### src/rtl/axis_preamble_detector.sv
// ============================================================================
// Module      : axis_preamble_detector
// Description : AXI4-Stream receiver that hunts for the fixed preamble
//               sequence PREAMBLE_BASE, PREAMBLE_BASE+1, ... , drops it and
//               forwards the following payload words with zero latency.
//               Optional macro AXIS_PREAMBLE_DET_STATS_EN enables saturating
//               detect/abort counters on det_count / err_count.
// Revision    : 1.0 - initial release
// ============================================================================
`default_nettype none

module axis_preamble_detector #(
    parameter int                    DATA_WIDTH    = 32,
    parameter int                    PREAMBLE_LEN  = 8,
    parameter logic [DATA_WIDTH-1:0] PREAMBLE_BASE = 1,
    parameter int                    LEN_W         = 16
) (
    input  logic                  ACLK,
    input  logic                  ARESETN,
    input  logic [LEN_W-1:0]      cfg_payload_len,
    input  logic [DATA_WIDTH-1:0] s_axis_tdata,
    input  logic                  s_axis_tvalid,
    output logic                  s_axis_tready,
    input  logic                  s_axis_tlast,
    output logic [DATA_WIDTH-1:0] m_axis_tdata,
    output logic                  m_axis_tvalid,
    input  logic                  m_axis_tready,
    output logic                  m_axis_tlast,
    output logic                  locked,
    output logic                  preamble_det,
    output logic                  preamble_err,
    output logic [15:0]           det_count,
    output logic [15:0]           err_count
);

    localparam int               IDX_W    = 8;
    localparam logic [IDX_W-1:0] LAST_IDX = IDX_W'(PREAMBLE_LEN - 1);

    typedef enum logic [1:0] {
        ST_HUNT    = 2'd0,
        ST_MATCH   = 2'd1,
        ST_PAYLOAD = 2'd2
    } state_t;

    state_t                  state;
    logic [IDX_W-1:0]        idx;
    logic [LEN_W-1:0]        cnt;
    logic [LEN_W-1:0]        len_q;

    logic                    in_payload;
    logic                    s_fire;
    logic                    len_hit;
    logic [DATA_WIDTH-1:0]   expected_word;

    // Payload is a pure wire path: the upstream holds data/last/valid stable
    // while stalled, so nothing here can alter a pending beat.
    always_comb begin
        in_payload    = (state == ST_PAYLOAD);
        s_axis_tready = in_payload ? m_axis_tready : 1'b1;
        m_axis_tvalid = in_payload & s_axis_tvalid;
        m_axis_tdata  = s_axis_tdata;
        len_hit       = (len_q != '0) && (cnt == (len_q - LEN_W'(1)));
        m_axis_tlast  = in_payload & (s_axis_tlast | len_hit);
        s_fire        = s_axis_tvalid & s_axis_tready;
        expected_word = PREAMBLE_BASE + DATA_WIDTH'(idx);
    end

    always_ff @(posedge ACLK or negedge ARESETN) begin
        if (!ARESETN) begin
            state        <= ST_HUNT;
            idx          <= '0;
            cnt          <= '0;
            len_q        <= '0;
            locked       <= 1'b0;
            preamble_det <= 1'b0;
            preamble_err <= 1'b0;
        end else begin
            preamble_det <= 1'b0;
            preamble_err <= 1'b0;
            case (state)
                ST_HUNT: begin
                    if (s_fire && !s_axis_tlast && (s_axis_tdata == PREAMBLE_BASE)) begin
                        idx   <= IDX_W'(1);
                        state <= ST_MATCH;
                    end
                end
                ST_MATCH: begin
                    if (s_fire) begin
                        if (s_axis_tlast) begin
                            state        <= ST_HUNT;
                            idx          <= '0;
                            preamble_err <= 1'b1;
                        end else if (s_axis_tdata == expected_word) begin
                            if (idx == LAST_IDX) begin
                                state        <= ST_PAYLOAD;
                                idx          <= '0;
                                cnt          <= '0;
                                len_q        <= cfg_payload_len;
                                locked       <= 1'b1;
                                preamble_det <= 1'b1;
                            end else begin
                                idx <= idx + IDX_W'(1);
                            end
                        end else begin
                            // A stray base word may be the start of a fresh preamble.
                            preamble_err <= 1'b1;
                            if (s_axis_tdata == PREAMBLE_BASE) begin
                                idx <= IDX_W'(1);
                            end else begin
                                idx   <= '0;
                                state <= ST_HUNT;
                            end
                        end
                    end
                end
                ST_PAYLOAD: begin
                    if (s_fire) begin
                        if (m_axis_tlast) begin
                            state  <= ST_HUNT;
                            cnt    <= '0;
                            locked <= 1'b0;
                        end else begin
                            cnt <= cnt + LEN_W'(1);
                        end
                    end
                end
                default: begin
                    state  <= ST_HUNT;
                    idx    <= '0;
                    cnt    <= '0;
                    locked <= 1'b0;
                end
            endcase
        end
    end

`ifdef AXIS_PREAMBLE_DET_STATS_EN
    always_ff @(posedge ACLK or negedge ARESETN) begin
        if (!ARESETN) begin
            det_count <= '0;
            err_count <= '0;
        end else begin
            if (preamble_det && (det_count != 16'hFFFF)) begin
                det_count <= det_count + 16'd1;
            end
            if (preamble_err && (err_count != 16'hFFFF)) begin
                err_count <= err_count + 16'd1;
            end
        end
    end
`else
    assign det_count = '0;
    assign err_count = '0;
`endif

endmodule

`default_nettype wire

### config.mk
export PLATFORM = sky130hd
export DESIGN_NAME = axis_preamble_detector
export DESIGN_NICKNAME = d
export VERILOG_FILES = /design/src/rtl/axis_preamble_detector.sv
export SDC_FILE = /design/constraint.sdc
export NUM_CORES = 1
export LEC_CHECK = 0
export CELL_PAD_IN_SITES_DETAIL_PLACEMENT = 1
export CELL_PAD_IN_SITES_GLOBAL_PLACEMENT = 2
export CORE_MARGIN = 3
export CORE_UTILIZATION = 30
export CTS_CLUSTER_SIZE = 20
export DETAILED_ROUTE_END_ITERATION = 16
export PLACE_DENSITY = 0.87
export SLEW_MARGIN = 5
export SYNTH_ARGS = -nofsm -noshare
export SYNTH_HDL_FRONTEND = slang
export SYNTH_SLANG_ARGS = --single-unit
### constraint.sdc
create_clock -name ACLK -period 9.4 [get_ports ACLK]
set_clock_uncertainty 0.15 [all_clocks]
set_input_delay 2.82 -clock ACLK [delete_from_list [all_inputs] [get_ports ACLK]]
set_output_delay 2.82 -clock ACLK [all_outputs]
set_load 0.03 [all_outputs]
; ---- Yosys cells after proc, flatten, opt, wreduce, memory -nomap -nowiden
; Index checks and enable logic that the tools add are counted.
[op_classes]
n_addsub = 4
n_eq_ne = 15
mux = 40
n_bitwise = 7
n_reduce_logical = 11
[ops]
columns = op, count
row1 = two-way mux 16 bit, 6
row2 = case mux 16 bit (3 select lines), 1
row3 = two-way mux 8 bit, 5
row4 = == test 32 x 1 -> 1 bit (second input constant), 1
row5 = == test 32 x 9 -> 1 bit, 1
row6 = case mux 8 bit (3 select lines), 1
row7 = two-way mux 1 bit, 17
row8 = adder 16 x 1 -> 16 bit (second input constant), 1
row9 = == test 16 bit, 1
row10 = two-way mux 2 bit, 8
row11 = nonzero test 16 bit, 1
row12 = subtractor 16 x 1 -> 16 bit (second input constant), 1
row13 = inequality test 2 bit (second input constant), 6
row14 = AND reduction 6 bit, 2
row15 = adder 1 x 8 -> 9 bit (first input constant), 1
row16 = adder 8 x 1 -> 8 bit (second input constant), 1
row17 = == test 8 x 3 -> 1 bit (second input constant), 1
row18 = inequality test 4 bit (second input constant), 2
row19 = AND reduction 7 bit, 1
row20 = case mux 2 bit (3 select lines), 1
row21 = AND reduction 5 bit, 1
row22 = bitwise AND 1 bit, 3
row23 = logical AND 1 bit, 3
row24 = inverter 1 bit, 3
row25 = 8 further kinds, 8
[totals]
register_bits = 45
input_bits = 53
output_inout_bits = 70
elab_cells = 84

; ---- Logic depth before layout (Yosys ltp)
[logic_depth]
depth_word = 8
depth_mapped = 12
ltp_nobuf = 10

; ---- Worst setup path before layout
; No wires, ideal clock.
[synth_path]
path_kind = input-to-output
start = input s_axis_tlast
end = output m_axis_tlast
arrival_ps = 3564
required_ps = 6430
path_slack_ps = 2866
cell_stages = 2
path_buffers = 0
cell_sequence = inv_1 > a21boi_0
[synth_between]
elab_chain_cells = 2
[synth_lines]
columns = element, line_no
row1 = from (decl), 24  ; input logic s_axis_tlast,
row2 = OR 1 bit, 63  ; m_axis_tlast = in_payload & (s_axis_tlast | len_hit);
row3 = bitwise AND 1 bit, 63
row4 = to (decl), 28  ; output logic m_axis_tlast,
; No other way between the ends.

; ---- Worst setup path in the final report
[layout_path]
start = input s_axis_tvalid
end = output m_axis_tvalid
[layout_between]
elab_chain_cells = 1
[layout_lines]
columns = element, line_no
row1 = from (decl), 22  ; input logic s_axis_tvalid,
row2 = bitwise AND 1 bit, 60  ; m_axis_tvalid = in_payload & s_axis_tvalid;
row3 = to (decl), 26  ; output logic m_axis_tvalid,
; No other way between the ends.

==> metrics <==
CP Buf/Inv Count 2; M2 GR Usage about a quarter; #FFs+latches synth 45; initial drt markers 69; ANT cells 0; Final Max Tran Viols 0; synth unique cells 68; TritonCTS clock tree yes; internal power 0.3598 mW; average cell area after synthesis between 9 and 10 um2; critical path peak fanout 12; Max stage delay cell, worst path clkdlybuf4s50_1; num rows 40; post-synthesis adder-cell area fraction less than 1%; GRT Util Overall 14.12%; CTS Root Cell clkbuf_16; CTS HTree Levels 2; Max Freq around 130 MHz; drt via density slightly below 5; first-pass GRT wire length 16680 um; vias in the first global route 3256; WP depth 3; Primary FF master, synth dfrtp_1; hold buffers post-CTS 0; Gate power share between 15 and 20%; Yosys Warn Count 0; Area Overhead vs Synth 21.24%; most frequent CP cell clkdlybuf4s50_1; R2R setup slack approximately 5800 ps; total grt overflow 0; Crit path required time 6430 ps; P_sw around 0.12 mW; most frequent cells in the layout clkdlybuf4s50_1 (89), dfrtp_1 (45), conb_1 (32); number of cells on the worst reg-to-reg path 9; multiplexer area fraction after synthesis 7.462%; Leak 2.017 nW; Layout Nets 521; Post-Syn Area 3806 um2; Period Utilization, post-route 79.48%; initial antenna violation count 0; Slew @ Worst Pin 1048 ps; Synth Instances around 420; full die area about 14000 um2; Reg clk slew, reported paths 60 ps; Crit Path Category input port to primary output; core region area 12210 um2; Starting Density 31.17%; Cell Pwr Density 104.1 nW/um2; CP top delay family buffers and inverters; switch share 25.13%; worst vdd ir 75.53 uV; final hold violation count 0; Post-Synth XOR/XNOR Area under 10%; Max-Slew Margin vs Limit between 30% and 40%; Final min period 7471 ps; Startpoint Class input port; Compound-Gate Fraction of Synth Area 14.17%; Post-Route Setup TNS 0 ps; worst hold path class register to register; PortBufs 90; CTS sink count 45; met1 Track Usage GR roughly 18%; dpl ws 1964 ps; most common cell after layout, fill and taps aside clkdlybuf4s50_1; r2r endpoint cnt[7]; via count 3096; # Max-Cap Violations 0; antenna-violating nets left 0; setup ws final 1929 ps; crit end category primary output; largest family of logic cells by synthesized area simple AND/OR/NAND/NOR gates; Die Wd 118.6 um; area of the multi-input gates about 2200 um2; final HPWL from detailed placement between 7000 and 8000 um; placed instance area between 4000 and 5000 um2; post-CTS sizing 0; Clock Latency Late Sink a little under 300 ps; sequential area share after synthesis 29.59%; post-route design area 4614 um2; Simple-Gate Fraction of Synth Area 24.95%; critical path arrival 4500 ps; largest net degree at the start of global routing 46; sequential cell area ~1100 um2; die height 118.6 um; CTS Buf Count 5; critical-path cell list clkdlybuf4s50_1, and2_1, clkdlybuf4s50_1; Avg WL per Cell around 16 um; # Post-CTS Setup Buffers 0; # fillers 1440; Crit path largest cell delay 790 ps; FF-to-FF Start idx[0]; part of the power in the clock network between 40 and 50%; gr busiest metal met2; layout cells sized above 1 a little over a tenth; CP endpoint m_axis_tvalid; Post-route DRC 0; Ports 123; WL final 9924 um; crit path from s_axis_tvalid; RSZ-0062 raised after global routing false; status completed; ys async rst share 100.0%; number of flops mapped to enable cells by yosys 0; Seq pwr share 40.3%; Routability Congestion 0.8448; Final setup viols 0; 1st-pass router iterations 6; M3 GR Usage between 2 and 2.5%; Max clock buf depth 2
## per-stage QoR
step           util (%)  power (mW)  cells  hold slack (ps)
6_report          37.79      0.4805    634            346.7
5_1_grt           37.79      0.4982    634            390.5
4_1_cts           37.79      0.4864    634            350.4
3_5_place_dp      36.37      0.2800    626            325.5
3_3_place_gp      36.37      0.2788    626            323.5
2_1_floorplan         -      0.2555    449            356.2
## routing by layer
| layer | up-vias | wire length [um] |
|---|---|---|
| met1 | 1526 | 4457 |
| met5 | - | 0 |
| li1 | 1499 | - |
| met4 | 0 | 114 |
| met3 | 10 | 313 |
| met2 | 61 | 5038 |
## layout make-up
type | instances | area share (%)
tap | 168 | 4.555
clock buffer | 7 | 3.091
inverter | 7 | 0.5694
sequential | 45 | 24.40
clock inverter | 1 | 0.6508
multi-input combinational | 315 | 47.15
timing repair buffer | 91 | 19.58
## cells in the mapped netlist (7+ instances only)
master | number | share of area [%]
a21o_1 | 11 | 2.2
nor3_1 | 11 | 1.4
inv_1 | 7 | 0.69
nor2_1 | 26 | 2.6
mux2_2 | 16 | 4.7
xnor2_1 | 16 | 3.7
nand2_1 | 25 | 2.5
buf_4 | 66 | 13
and3_1 | 10 | 1.6
o21ai_1 | 7 | 0.92
buf_2 | 7 | 0.92
nand3_1 | 11 | 1.4
mux2i_1 | 7 | 1.8
dfrtp_1 | 45 | 30
nor4_1 | 7 | 1.2
nand4_1 | 9 | 1.5
xor2_1 | 12 | 2.8
nor2b_1 | 13 | 2.1
o21ai_0 | 17 | 2.2
## power groups by stage
stage               Clock (mW)  Combinational (mW)  Sequential, mW
global route             0.218              0.0870           0.193
finish                   0.204              0.0823           0.194
detailed placement           0              0.0828           0.197
floorplan                    0              0.0582           0.197
global placement             0              0.0815           0.197
CTS                      0.210              0.0830           0.194
## registers in the layout, indices dropped and copies added, names as in the netlist
signal / cells
idx: 8
state: 2
preamble_det: 1
locked: 1
len_q: 16
cnt: 16
preamble_err: 1
## worst min-delay path by stage
stage	start	end	slack, ps	cells past startpoint
2_1_floorplan	cnt[1]	cnt[1]	360	2
5_1_grt	locked	locked	390	1
4_1_cts	locked	locked	350	1
3_5_place_dp	locked	locked	330	1
3_3_place_gp	locked	locked	320	1
6_report	locked	locked	350	1
## cell families after synthesis
| logic type | count (synthesis) |
|---|---|
| and+or+nand+nor | 151 |
| buffers and inverters | 89 |
| AOI/OAI and AO/OA | 75 |
| DFF | 45 |
| xor gates and xnor gates | 28 |
| muxes | 26 |
| adders and majority gates | 3 |
| other | 1 |
(Power assumes the default switching activity.)
